===== src/rtl/led_ram_arbiter.sv =====
// Arbitrates one LED frame RAM between scan reads, light-pen writes and full-frame clear sweeps.
// Latency: grant to RAM address is 1 cycle; scan grant to scan_valid/scan_data is 2 cycles.
// Backpressure: pen_req is held until pen_ack; a starved pen preempts scan; a clear stalls both.
module led_ram_arbiter #(
    parameter int         PEN_MAX_WAIT = 4,
    parameter logic [3:0] CLR_DATA     = 4'b0000
) (
    input  logic       clk,
    input  logic       rst_n,
    input  logic       scan_req,
    input  logic [7:0] scan_row,
    input  logic [7:0] scan_col,
    output logic       scan_valid,
    output logic [3:0] scan_data,
    input  logic       pen_req,
    input  logic [7:0] pen_row,
    input  logic [7:0] pen_col,
    input  logic [3:0] pen_data,
    output logic       pen_ack,
    output logic       pen_err,
    input  logic       clr_start,
    output logic       clr_busy,
    output logic       clr_done,
    output logic       ram_we,
    output logic [7:0] ram_row,
    output logic [7:0] ram_col,
    output logic [3:0] ram_wdata,
    input  logic [3:0] ram_rdata
);

    localparam int            WW       = (PEN_MAX_WAIT < 1) ? 1 : $clog2(PEN_MAX_WAIT + 1);
    localparam logic [WW-1:0] WAIT_MAX = WW'(PEN_MAX_WAIT);

    typedef enum logic {RUN, CLEAR} state_t;

    state_t        state_q, state_d;
    logic [5:0]    idx_q, idx_d;
    logic [WW-1:0] wait_q, wait_d;
    logic          scan_rd_q;
    logic          pen_grant, scan_grant, clr_wr, clr_last, pen_ok;

    assign pen_ok = $onehot(pen_row) && $onehot(pen_col);

    always_comb begin
        state_d    = state_q;
        idx_d      = idx_q;
        wait_d     = wait_q;
        pen_grant  = 1'b0;
        scan_grant = 1'b0;
        clr_wr     = 1'b0;
        clr_last   = 1'b0;
        case (state_q)
            RUN: begin
                if (clr_start) begin
                    state_d = CLEAR;
                    idx_d   = 6'd0;
                end else if (pen_req && (!scan_req || wait_q == WAIT_MAX)) begin
                    pen_grant = 1'b1;
                end else if (scan_req) begin
                    scan_grant = 1'b1;
                end
                if (!pen_req || pen_grant)
                    wait_d = '0;
                else if (wait_q != WAIT_MAX)
                    wait_d = wait_q + 1'b1;
            end
            CLEAR: begin
                // Index wraps 63 -> 0 on exit, leaving it ready for the next sweep.
                clr_wr = 1'b1;
                idx_d  = idx_q + 6'd1;
                if (idx_q == 6'd63) begin
                    state_d  = RUN;
                    clr_last = 1'b1;
                end
                if (!pen_req)
                    wait_d = '0;
            end
            default: state_d = RUN;
        endcase
    end

    assign pen_ack  = pen_grant;
    assign pen_err  = pen_grant && !pen_ok;
    assign clr_busy = (state_q == CLEAR);

    always_ff @(posedge clk or negedge rst_n) begin
        if (!rst_n) begin
            state_q    <= RUN;
            idx_q      <= 6'd0;
            wait_q     <= '0;
            scan_rd_q  <= 1'b0;
            scan_valid <= 1'b0;
            scan_data  <= 4'h0;
            clr_done   <= 1'b0;
            ram_we     <= 1'b0;
            ram_row    <= 8'h00;
            ram_col    <= 8'h00;
            ram_wdata  <= 4'h0;
        end else begin
            state_q    <= state_d;
            idx_q      <= idx_d;
            wait_q     <= wait_d;
            clr_done   <= clr_last;
            ram_we     <= clr_wr || (pen_grant && pen_ok);
            // Address/data registers hold when idle or on a rejected pen request.
            if (clr_wr) begin
                ram_row   <= 8'b1 << idx_q[5:3];
                ram_col   <= 8'b1 << idx_q[2:0];
                ram_wdata <= CLR_DATA;
            end else if (pen_grant && pen_ok) begin
                ram_row   <= pen_row;
                ram_col   <= pen_col;
                ram_wdata <= pen_data;
            end else if (scan_grant) begin
                ram_row   <= scan_row;
                ram_col   <= scan_col;
            end
            scan_rd_q  <= scan_grant;
            scan_valid <= scan_rd_q;
            if (scan_rd_q)
                scan_data <= ram_rdata;
        end
    end

endmodule


===== config.mk =====
export PLATFORM = sky130hd
export DESIGN_NAME = led_ram_arbiter
export DESIGN_NICKNAME = d
export VERILOG_FILES = /design/src/rtl/led_ram_arbiter.sv
export SDC_FILE = /design/constraint.sdc
export NUM_CORES = 1
export LEC_CHECK = 0
export BUFFER_PORTS_ARGS = -buffer_cell sky130_fd_sc_hd__buf_4
export CORE_UTILIZATION = 50
export DETAILED_ROUTE_END_ITERATION = 12
export PLACE_DENSITY = 0.75
export SKIP_CTS_REPAIR_TIMING = 1
export SYNTH_ARGS = -nofsm -noshare
export SYNTH_HDL_FRONTEND = slang
export SYNTH_SLANG_ARGS = --single-unit

===== constraint.sdc =====
create_clock -name clk -period 12 [get_ports clk]
set_input_delay 1.2 -clock clk [delete_from_list [all_inputs] [get_ports clk]]
set_output_delay 1.2 -clock clk [all_outputs]
set_load 0.02 [all_outputs]

==> metrics.md, run 1 <==
| Metric | Value |
|---|---|
| Post-synth EDFFs | 0 |
| Initial antenna violation count | 0 |
| GR Overflow Total | 0 |
| CTS tree | built |
| Initial Util | 52.5% |
| PwrDens | 187 mW/mm^2 |
| I/O Buffers | 74 |
| Clk root buf | clkbuf_8 |
| Maximum net fanout on the critical path | 18 |
| Most common cell after layout, fill and taps aside | buf_4 |
| Post-synth top area cell | dfrtp_1 |
| Total Neg Setup Slack | 0 ns |
| Startpoint Class | input pin |
| Final instance area | 0.00320 mm^2 |
| R2R Path Start | clr_busy |
| R2R depth | 4 |
| Maxcap violations | 0 |
| CORE AREA | 0.00479 mm^2 |
| Routed length per placed instance | 15.7 um |
| Clock sinks | 38 |
| Async set-reset flop share out of synthesis | 100% |
| Crit share post-route | 50.5% |
| First-pass GRT wire length | 9800 um |
| WHS Path Cells | 1 |
| Worst Hold Class | flop to flop |
| Synth Cell Area | 0.00251 mm^2 |
| Worst setup EP type | output port |
| Worst-path cell chain | buf_4 > inv_1 > fa_1 > fa_1 > fa_1 > inv_1 > ha_1 > inv_1 > fa_1 > nand4_1 > nor2_1 > a21boi_0 > buf_4 |
| Max VDD drop | 130 uV |
| Post-route ant nets | 0 |
| Top-Level Pins | 75 |
| Max incr delay on CP | 0.80 ns |
| Full die area | 0.00531 mm^2 |
| Rows | 25 |
| H-tree depth | 2 |
| Die width | 72.9 um |
| WP depth | 13 |
| Post-synth top area share | 37.9% |
| Clock Latency Late Sink | 0.29 ns |
| DRT iter0 DRCs | 100 |
| 1st-pass router iterations | 4 |
| Sequential fraction of the synthesis area | 37.9% |
| CTS Buf Count | 5 |
| HPWL after DPL | 4540 um |
| Hold path start | ram_col[3] |
| DR vias | 2191 |
| Area of placed instances | 0.00306 mm^2 |
| Final setup viols | 0 |
| GP Congestion | 0.866 |
| Final hold violation count | 0 |
| Clk slew on worst S/H paths | 0.08 ns |
| Fmax | 165 MHz |
| Syn nets | 321 |
| Slew Viols, Final | 0 |
| CP required | 10.80 ns |
| Setup crit start | pen_col[3] |
| Final Net Count | 386 |
| Crit-path slowest cell | nor2_1 |
| Cell mode on critical path | fa_1 |
| Drt via density | 5.66 |
| Total global-route track usage | 24.3% |
| # diodes | 0 |
| Area contributors post-synth | dfrtp_1 (38%), ha_1 (7.0%), inv_1 (6.6%), fa_1 (6.4%), o221ai_1 (4.9%) |
| Pin count of the biggest net entering global routing | 39 |
| Worst EP arrival | 4.86 ns |
| Status | completed |
| DRC | 0 |
| Leakage dissipation | 1.56 nW |
| Fill cell total of the finished layout | 405 |
| Post-layout min period | 6.06 ns |
| Commonest non-fill, non-tap cells in the layout | buf_4 (75), inv_1 (44), dfrtp_1 (38) |
| Layout cells sized above 1 | 30.9% |
| Flops & latches, synth | 38 |
| RSZ-0062 raised after global routing | false |
| Worst Skew | 0.00564 ns |
| Vias in the first global route | 2081 |
| Yosys warnings | 0 |
| Post-synthesis cell count | 254 |
| WP buf/inv | 5 |
| CP delay by family, top | adder cells |
| Drt total wl | 6090 um |
| Die height | 72.9 um |
| Top FF cell, synth | dfrtp_1 |
| Buffer depth of the longest clock path | 2 |
| Worst relative slew slack | 30.7% |
| Area Overhead vs Synth | 27.5% |
| Worst slew pin tran | 1.04 ns |
| Netlist cell types | 46 |
| Crit Path Class | input pin to output port |
| Avg Cell Area, Syn | 9.89 um^2 |
==> synthesized netlist by cell type, types with 2 or more instances <==
master,n
a211o_1,2
o31ai_1,3
clkbuf_1,12
buf_6,4
ha_1,14
mux2_2,4
nor2_1,8
a32oi_1,6
nand3_1,9
nor3_1,6
a41oi_1,8
o221ai_1,14
a31o_2,4
nand2_1,12
inv_1,44
a22oi_1,2
nand4_1,9
dfrtp_1,38
a2bb2oi_1,8
a31oi_1,2
a32o_1,3
fa_1,8
or2b_1,2
o21ai_0,5
o21ai_2,2
nor3b_1,4
o22ai_1,2
==> per-layer routing <==
| layer | global-route usage, % | up-vias | share of wire [%] |
|---|---|---|---|
| li1 | - | 1056 | - |
| met1 | 34.8 | 1065 | 46 |
| met2 | 39.0 | 64 | 48 |
| met3 | 4.14 | 6 | 4.9 |
| met4 | 5.01 | 0 | 0.62 |
| met5 | 0 | - | 0 |
==> per-stage QoR <==
step / hold WS [ns] / cells / power, mW / setup slack, ns / util, %
after detailed placement: 0.496 / 379 / 0.471 / 5.97 / 64.0
after CTS: 0.516 / 387 / 0.600 / 5.97 / 66.9
after floorplan: 0.442 / 254 / 0.374 / 6.23 / -
final: 0.510 / 387 / 0.599 / 5.94 / 66.9
after global routing: 0.539 / 387 / 0.637 / 5.74 / 66.9
after global placement: 0.492 / 379 / 0.466 / 6.00 / 64.0
==> worst register-to-register path: cells and delay by family, from the launching register on <==
| kind | cells | cell delay, ns |
|---|---|---|
| AO/OA/AOI/OAI | 2 | 0.97 |
| AND/OR/NAND/NOR | 2 | 0.91 |
| flip-flops | 1 | 0.61 |
==> report_power, final <==
group	internal [mW]	switching, mW
clock	0.0833	0.0467
combinational	0.119	0.140
sequential	0.169	0.0392
total	0.372	0.226
==> registers in the layout, summed over array words and instances (netlist names) <==
name and flops:
scan_data 4, clr_done 1, scan_valid 1, ram_row 8, clr_busy 1, ram_we 1, ram_col 8, scan_rd_q 1
idx_q 6, wait_q 3, ram_wdata 4
==> final timing paths <==
check | end | slack, ns
hold reg to reg | ram_col[3] | 0.51
max in group asynchronous | ram_col[2] | 10.80
hold / removal | ram_col[3] | 0.51
min in group asynchronous | ram_row[4] | 0.86
setup reg to reg | ram_wdata[2] | 9.41
setup / recovery | pen_err | 5.94
==> logic make-up (layout without fill, tap and decap cells) <==
family / Yosys count / in the layout / synth area share (%)
flip-flops: 38 / 38 / 37.9
buffers and inverters: 61 / 127 / 10.3
adder cells (fa/ha/maj): 22 / 22 / 13.4
XOR/XNOR: 1 / 1 / 0.349
multiplexers: 4 / 4 / 1.79
AO/OA/AOI/OAI: 73 / 73 / 24.6
AND/OR/NAND/NOR: 55 / 55 / 11.8
==> layout make-up <==
type | count | area (um^2) | area share, %
multi-input cells | 155 | 1300 | 40.6
well taps | 67 | 83.8 | 2.62
clock inverters | 3 | 68.8 | 2.15
clock buffers | 5 | 68.8 | 2.15
flip-flops and latches | 38 | 951 | 29.7
inverters | 44 | 165 | 5.16
repair buffers | 75 | 563 | 17.6
No activity file was read; power rests on OpenSTA's default activity.
==> run 2: changes to the inputs <==
==> constraint.sdc (replaced) <==
create_clock -name clk -period 6.23 [get_ports clk]
set_input_delay 0.623 -clock clk [delete_from_list [all_inputs] [get_ports clk]]
set_output_delay 0.623 -clock clk [all_outputs]
set_load 0.02 [all_outputs]
==> run 2 against run 1 <==
Via count up 1.2%. Routed wire length shrank 1.7%. Final cell count up 0.26%. Sequential power up 92%. Worst setup slack worse by 4.0 ns. Critical path depth unchanged. First-iteration DRC count grew 55%. Highest routed layer unchanged. Critical endpoint unchanged.
==> metrics.md, run 2 (synthesis gave the netlist of run 1 again) <==
| Metric | Value |
|---|---|
| Status | completed (unchanged) |
| GP Congestion | 0.851 (was 0.866) |
| Clk slew on worst S/H paths | 0.08 ns (about the same) |
| Final setup viols | 0 (unchanged) |
| Maximum net fanout on the critical path | 2 (was 18) |
| Initial antenna violation count | 0 (unchanged) |
| DR vias | 2217 (was 2191) |
| Reg-to-reg endpoint | ram_wdata[3] (was ram_wdata[2]) |
| Area of placed instances | 0.00307 mm^2 (was 0.00306 mm^2) |
| R2R Path Start | clr_busy (unchanged) |
| First-pass GRT wire length | 9620 um (was 9800 um) |
| Pin count of the biggest net entering global routing | 39 (unchanged) |
| CP required | 5.61 ns (was 10.80 ns) |
| Final instance area | 0.00321 mm^2 (was 0.00320 mm^2) |
| Internal power | 719 uW (was 372 uW) |
| Buffer depth of the longest clock path | 2 (unchanged) |
| Final hold violation count | 0 (unchanged) |
| 1st-pass router iterations | 4 (unchanged) |
| CORE AREA | 0.00479 mm^2 (unchanged) |
| Slew Viols, Final | 0 (unchanged) |
| Sequential share of power | 34.8% (was 34.9%) |
| Crit share post-route | 69.6% |
| Fill cell total of the finished layout | 416 (was 405) |
| R2R depth | 4 (unchanged) |
| Total global-route track usage | 23.9% (was 24.3%) |
| I/O Buffers | 74 (unchanged) |
| Area Overhead vs Synth | 27.8% (was 27.5%) |
| GR Overflow Total | 0 (unchanged) |
| DRC | 0 (unchanged) |
| Max layer used | met4 (unchanged) |
| Routed length per placed instance | 15.4 um (was 15.7 um) |
| Layout cells sized above 1 | 31.2% (was 30.9%) |
| Worst setup EP type | output port (unchanged) |
| Initial Util | 52.5% (unchanged) |
| Worst Hold Class | input pin to async pin (was flop to flop) |
| Die width | 72.9 um (unchanged) |
| Met3 wire len | 237 um (was 297 um) |
| Commonest non-fill, non-tap cells in the layout | buf_4 (76), inv_1 (44), dfrtp_1 (38) (was buf_4 (75), inv_1 (44), dfrtp_1 (38)) |
| Setup crit start | pen_row[0] (was pen_col[3]) |
| Startpoint Class | input pin (unchanged) |
| Crit Path Class | input pin to output port (unchanged) |
| Worst relative slew slack | 41.5% (was 30.7%) |
| # diodes | 0 (unchanged) |
| RSZ-0062 raised after global routing | false (unchanged) |
| Worst Skew | 0.00297 ns (was 0.00564 ns) |
| Maxcap violations | 0 (unchanged) |
| Post-layout min period | 4.34 ns |
| NetSw | 436 uW (was 226 uW) |
| Met2 Routed Length | 2880 um (was 2930 um) |
| Most common cell after layout, fill and taps aside | buf_4 (unchanged) |
| CTS Buf Count | 5 (unchanged) |
| PwrDens | 360 mW/mm^2 (was 187 mW/mm^2) |
| HPWL after DPL | 4480 um (was 4540 um) |
| Top-Level Pins | 75 (unchanged) |
| Post-route ant nets | 0 (unchanged) |
| Worst slew pin tran | 0.878 ns (was 1.04 ns) |
| Largest regs | ram_col: 8 flops, ram_row: 8 flops, idx_q: 6 flops (unchanged) |
| Full die area | 0.00531 mm^2 (unchanged) |
| Vias in the first global route | 2033 (was 2081) |
| Switching part of the total | 37.7% (was 37.8%) |
| CP endpoint | pen_err (unchanged) |
| Clock power frac | 21.7% (about the same) |
| Reg2reg setup slack | 3.70 ns (was 9.41 ns) |
| Worst EP arrival | 3.72 ns (was 4.86 ns) |
| Clock Latency Late Sink | 0.29 ns (about the same) |
| M1 WL | 2800 um (was 2830 um) |
| Leakage dissipation | 1.57 nW (was 1.56 nW) |
| Fmax | 231 MHz |
| Final Net Count | 387 (was 386) |
| CTS tree | built (unchanged) |
| DRT iter0 DRCs | 155 (was 100) |
| Rows | 25 (unchanged) |
| H-tree depth | 2 (unchanged) |
| Total Neg Setup Slack | 0 ns (unchanged) |
| Die height | 72.9 um (unchanged) |
| Clk root buf | clkbuf_8 (unchanged) |
| Clock sinks | 38 (unchanged) |
| Drt total wl | 5990 um (was 6090 um) |
| Drt via density | 5.71 (was 5.66) |
| Final core area utilization | 67.1% (was 66.9%) |
| Comb pwr share | 43.5% (was 43.4%) |
| Max VDD drop | 248 uV (was 130 uV) |
[run 2: worst min-delay path by stage]
stage | end | slack (ns)
final | ram_row[4] | 0.28
after global routing | ram_row[4] | 0.31
after CTS | ram_row[4] | 0.30
after detailed placement | scan_valid | 0.49
after global placement | scan_data[0] | 0.49
after floorplan | clr_busy | 0.33
[run 2: power by group through the flow]
stage / registers, mW / clock network (mW) / logic, mW
floorplan: 0.445 / 0 / 0.276
detailed placement: 0.405 / 0 / 0.500
CTS: 0.401 / 0.255 / 0.503
global route: 0.414 / 0.268 / 0.551
finish: 0.402 / 0.251 / 0.502
global placement: 0.402 / 0 / 0.494
[run 2: metrics by stage]
stage                     worst slack (ns)  power, mW  hold slack (ns)  cells
final                                 1.89       1.15            0.284    388
after global routing                  1.78       1.23            0.313    388
after detailed placement              1.83      0.906            0.490    380
after global placement                1.92      0.896            0.491    380
after floorplan                       1.61      0.721            0.327    254
after CTS                             1.88       1.16            0.302    388
[run 2: worst max-delay path: stages]
cell	delay (ns)
buf_4	0.09
inv_1	0.05
fa_1	0.55
fa_1	0.43
fa_1	0.44
inv_1	0.07
ha_1	0.17
inv_1	0.06
fa_1	0.39
a211o_1	0.30
a22oi_1	0.23
a21boi_0	0.15
buf_4	0.18
[run 2: cell type report]
| class | count | area [um^2] | share of cell area (%) |
|---|---|---|---|
| multi-input combinational | 155 | 1300 | 40.5 |
| sequential | 38 | 951 | 29.6 |
| timing repair buffer | 76 | 571 | 17.8 |
| inverter | 44 | 165 | 5.15 |
| tap | 67 | 83.8 | 2.61 |
| clock buffer | 5 | 68.8 | 2.14 |
| clock inverter | 3 | 68.8 | 2.14 |
[run 2: metal layers]
layer	GRT usage, %	up-vias
met1	33.9	1086
met5	0	-
met2	37.7	63
li1	-	1059
met3	4.01	9
met4	7.41	0
==> run 3: changes to the inputs <==
--- a/config.mk
+++ b/config.mk
@@ -6,9 +6,9 @@
 export NUM_CORES = 1
 export LEC_CHECK = 0
 export BUFFER_PORTS_ARGS = -buffer_cell sky130_fd_sc_hd__buf_4
-export CORE_UTILIZATION = 50
+export CORE_UTILIZATION = 47
 export DETAILED_ROUTE_END_ITERATION = 12
-export PLACE_DENSITY = 0.75
+export PLACE_DENSITY = 0.74
 export SKIP_CTS_REPAIR_TIMING = 1
 export SYNTH_ARGS = -nofsm -noshare
 export SYNTH_HDL_FRONTEND = slang
==> constraint.sdc (replaced) <==
create_clock -name clk -period 3.6 [get_ports clk]
set_input_delay 0.36 -clock clk [delete_from_list [all_inputs] [get_ports clk]]
set_output_delay 0.36 -clock clk [all_outputs]
set_load 0.02 [all_outputs]
==> run 3 against run 2 <==
The flow now finishes with violations (setup timing). Clock skew is essentially flat. Utilization increased by 4.1 points. Worst setup slack worse by 2.0 ns. Clock power grew 77%. Sequential share of layout area fell by 3.6 points. Sequential power is 73% higher. Non-clock buffer count up 20. Routed wire length grew 9.5%. First-iteration DRC count is 12% lower. Power is 88% higher. Critical path type unchanged.
==> metrics.md, run 3 (synthesis gave the netlist of run 1 again) <==
| Metric | Value |
|---|---|
| Failing checks | setup timing |
| GP Congestion | 0.798 (was 0.851) |
| Place WS | -0.398 ns (was 1.83 ns) |
| Die width | 75.1 um (was 72.9 um) |
| Met3 wire len | 339 um (was 237 um) |
| Leakage dissipation | 1.69 nW (was 1.57 nW) |
| Layout cells sized above 1 | 47.5% (was 31.2%) |
| Max layer used | met4 (unchanged) |
| Largest regs | ram_col: 8 flops, ram_row: 8 flops, idx_q: 6 flops (unchanged) |
| Worst slew pin tran | 1.08 ns (was 0.878 ns) |
| Worst EP arrival | 3.35 ns (was 3.72 ns) |
| Startpoint Class | input pin (unchanged) |
| Drt total wl | 6560 um (was 5990 um) |
| Top-Level Pins | 75 (unchanged) |
| Worst relative slew slack | 27.8% (was 41.5%) |
| Footprint of the multi-input gates | 0.00154 mm^2 (was 0.00130 mm^2) |
| Pin count of the biggest net entering global routing | 39 (unchanged) |
| H-tree depth | 2 (unchanged) |
| PwrDens | 594 mW/mm^2 (was 360 mW/mm^2) |
| Maximum net fanout on the critical path | 2 (unchanged) |
| # diodes | 0 (unchanged) |
| NetSw | 836 uW (was 436 uW) |
| Clk root buf | clkbuf_8 (unchanged) |
| Drt via density | 5.59 (was 5.71) |
| Fmax | 270 MHz |
| M1 WL | 2940 um (was 2800 um) |
| Final Net Count | 407 (was 387) |
| Maxcap violations | 0 (unchanged) |
| CP required | 3.24 ns (was 5.61 ns) |
| Total Neg Setup Slack | -0.226 ns (was 0 ns) |
| CORE AREA | 0.00514 mm^2 (was 0.00479 mm^2) |
| Worst Hold Class | input pin to async pin (unchanged) |
| Post-layout min period | 3.71 ns |
| Fill cell total of the finished layout | 384 (was 416) |
| I/O Buffers | 74 (unchanged) |
| GR Overflow Total | 0 (unchanged) |
| Worst hold slack | 0.0163 ns (was 0.284 ns) |
| CTS Buf Count | 5 (unchanged) |
| Register area | 951 um^2 (unchanged) |
| Vias in the first global route | 2072 (was 2033) |
| Max VDD drop | 391 uV (was 248 uV) |
| Initial Util | 48.9% (was 52.5%) |
| Internal power | 1.33 mW (was 719 uW) |
| Post-route ant nets | 0 (unchanged) |
| Reg2reg setup slack | 1.45 ns (was 3.70 ns) |
| Setup ws final | -0.106 ns (was 1.89 ns) |
| Final hold violation count | 0 (unchanged) |
| Routed length per placed instance | 16.0 um (was 15.4 um) |
| Clock sinks | 38 (unchanged) |
| Area Overhead vs Synth | 45.6% (was 27.8%) |
| First-pass GRT wire length | 9800 um (was 9620 um) |
| Crit share post-route | 103% |
| Buffer depth of the longest clock path | 2 (unchanged) |
| 1st-pass router iterations | 4 (unchanged) |
| Sequential share of power | 32.1% (was 34.8%) |
| Comb pwr share | 47.4% (was 43.5%) |
| Reg-to-reg endpoint | ram_col[3] (was ram_wdata[3]) |
| Total global-route track usage | 23.6% (was 23.9%) |
| RSZ-0062 raised after global routing | true (was false) |
| CTS tree | built (unchanged) |
| R2R Path Start | wait_q[0] (was clr_busy) |
| Clock Latency Late Sink | 0.30 ns (was 0.29 ns) |
| DRC | 0 (unchanged) |
| Slew Viols, Final | 0 (unchanged) |
| DRT iter0 DRCs | 137 (was 155) |
| Final setup viols | 9 (was 0) |
| Status | finished with violations (was completed) |
| Non-filler cells, final | 411 (was 388) |
| Clock power frac | 20.5% (was 21.7%) |
| Initial antenna violation count | 0 (unchanged) |
| Worst Skew | 0.00329 ns (was 0.00297 ns) |
| HPWL after DPL | 4740 um (was 4480 um) |
| Crit Path Class | input pin to output port (unchanged) |
| Rows | 26 (was 25) |
| Worst setup EP type | output port (unchanged) |
| R2R depth | 6 (was 4) |
| Met2 Routed Length | 3140 um (was 2880 um) |
| DR vias | 2299 (was 2217) |
| Clk slew on worst S/H paths | 0.08 ns (about the same) |
| Dpl cells | 398 (was 380) |
| Switching part of the total | 38.5% (was 37.7%) |
| Full die area | 0.00564 mm^2 (was 0.00531 mm^2) |
| Commonest non-fill, non-tap cells in the layout | buf_4 (90), dfrtp_1 (38), inv_1 (35) (was buf_4 (76), inv_1 (44), dfrtp_1 (38)) |
| Most common cell after layout, fill and taps aside | buf_4 (unchanged) |
| Die height | 75.1 um (was 72.9 um) |
run 3: worst max path at each step:
stage               start         end  cells after the start
2_1_floorplan  pen_row[0]  ram_col[3]                     13
3_3_place_gp   pen_row[0]  ram_col[6]                     14
3_5_place_dp   pen_row[0]  ram_col[6]                     14
4_1_cts        pen_row[0]     pen_err                     14
5_1_grt        pen_col[0]     pen_err                     14
6_report       pen_col[0]     pen_err                     14
run 3: area by class of cell:
cell class / instances / area share [%]
clock inverters: 3 / 1.88
flip-flops and latches: 38 / 26.0
well taps: 70 / 2.40
clock buffers: 5 / 1.88
inverters: 44 / 4.79
repair buffers: 96 / 21.0
multi-input cells: 155 / 42.0
run 3: stage by stage:
stage / instance area [um^2] / util (%) / power (mW)
final: 3660 / 71.1 / 2.17
after global routing: 3660 / 71.1 / 2.30
after CTS: 3430 / 66.7 / 2.08
after detailed placement: 3290 / 64.0 / 1.64
after global placement: 3290 / 64.0 / 1.61
after floorplan: 2620 / - / 1.27
run 3: metal layers:
| metal | vias up | global-route usage (%) |
|---|---|---|
| met3 | 10 | 4.15 |
| met1 | 1117 | 34.0 |
| met4 | 0 | 9.01 |
| li1 | 1100 | - |
| met2 | 72 | 35.6 |
| met5 | - | 0 |
run 3: worst max-delay path, stage by stage:
cell and delay (ns):
buf_4 0.09, inv_2 0.03, fa_1 0.54, fa_1 0.43, fa_1 0.45, inv_2 0.08, ha_4 0.13, inv_2 0.03
fa_1 0.38, a211o_1 0.27, a22oi_2 0.18, buf_4 0.14, a21boi_1 0.07, buf_4 0.16
run 3: power groups by stage:
stage / sequential [mW] / clock [mW] / combinational, mW
floorplan: 0.771 / 0 / 0.502
detailed placement: 0.696 / 0 / 0.939
CTS: 0.688 / 0.448 / 0.942
global route: 0.719 / 0.469 / 1.12
finish: 0.697 / 0.444 / 1.03
global placement: 0.694 / 0 / 0.915
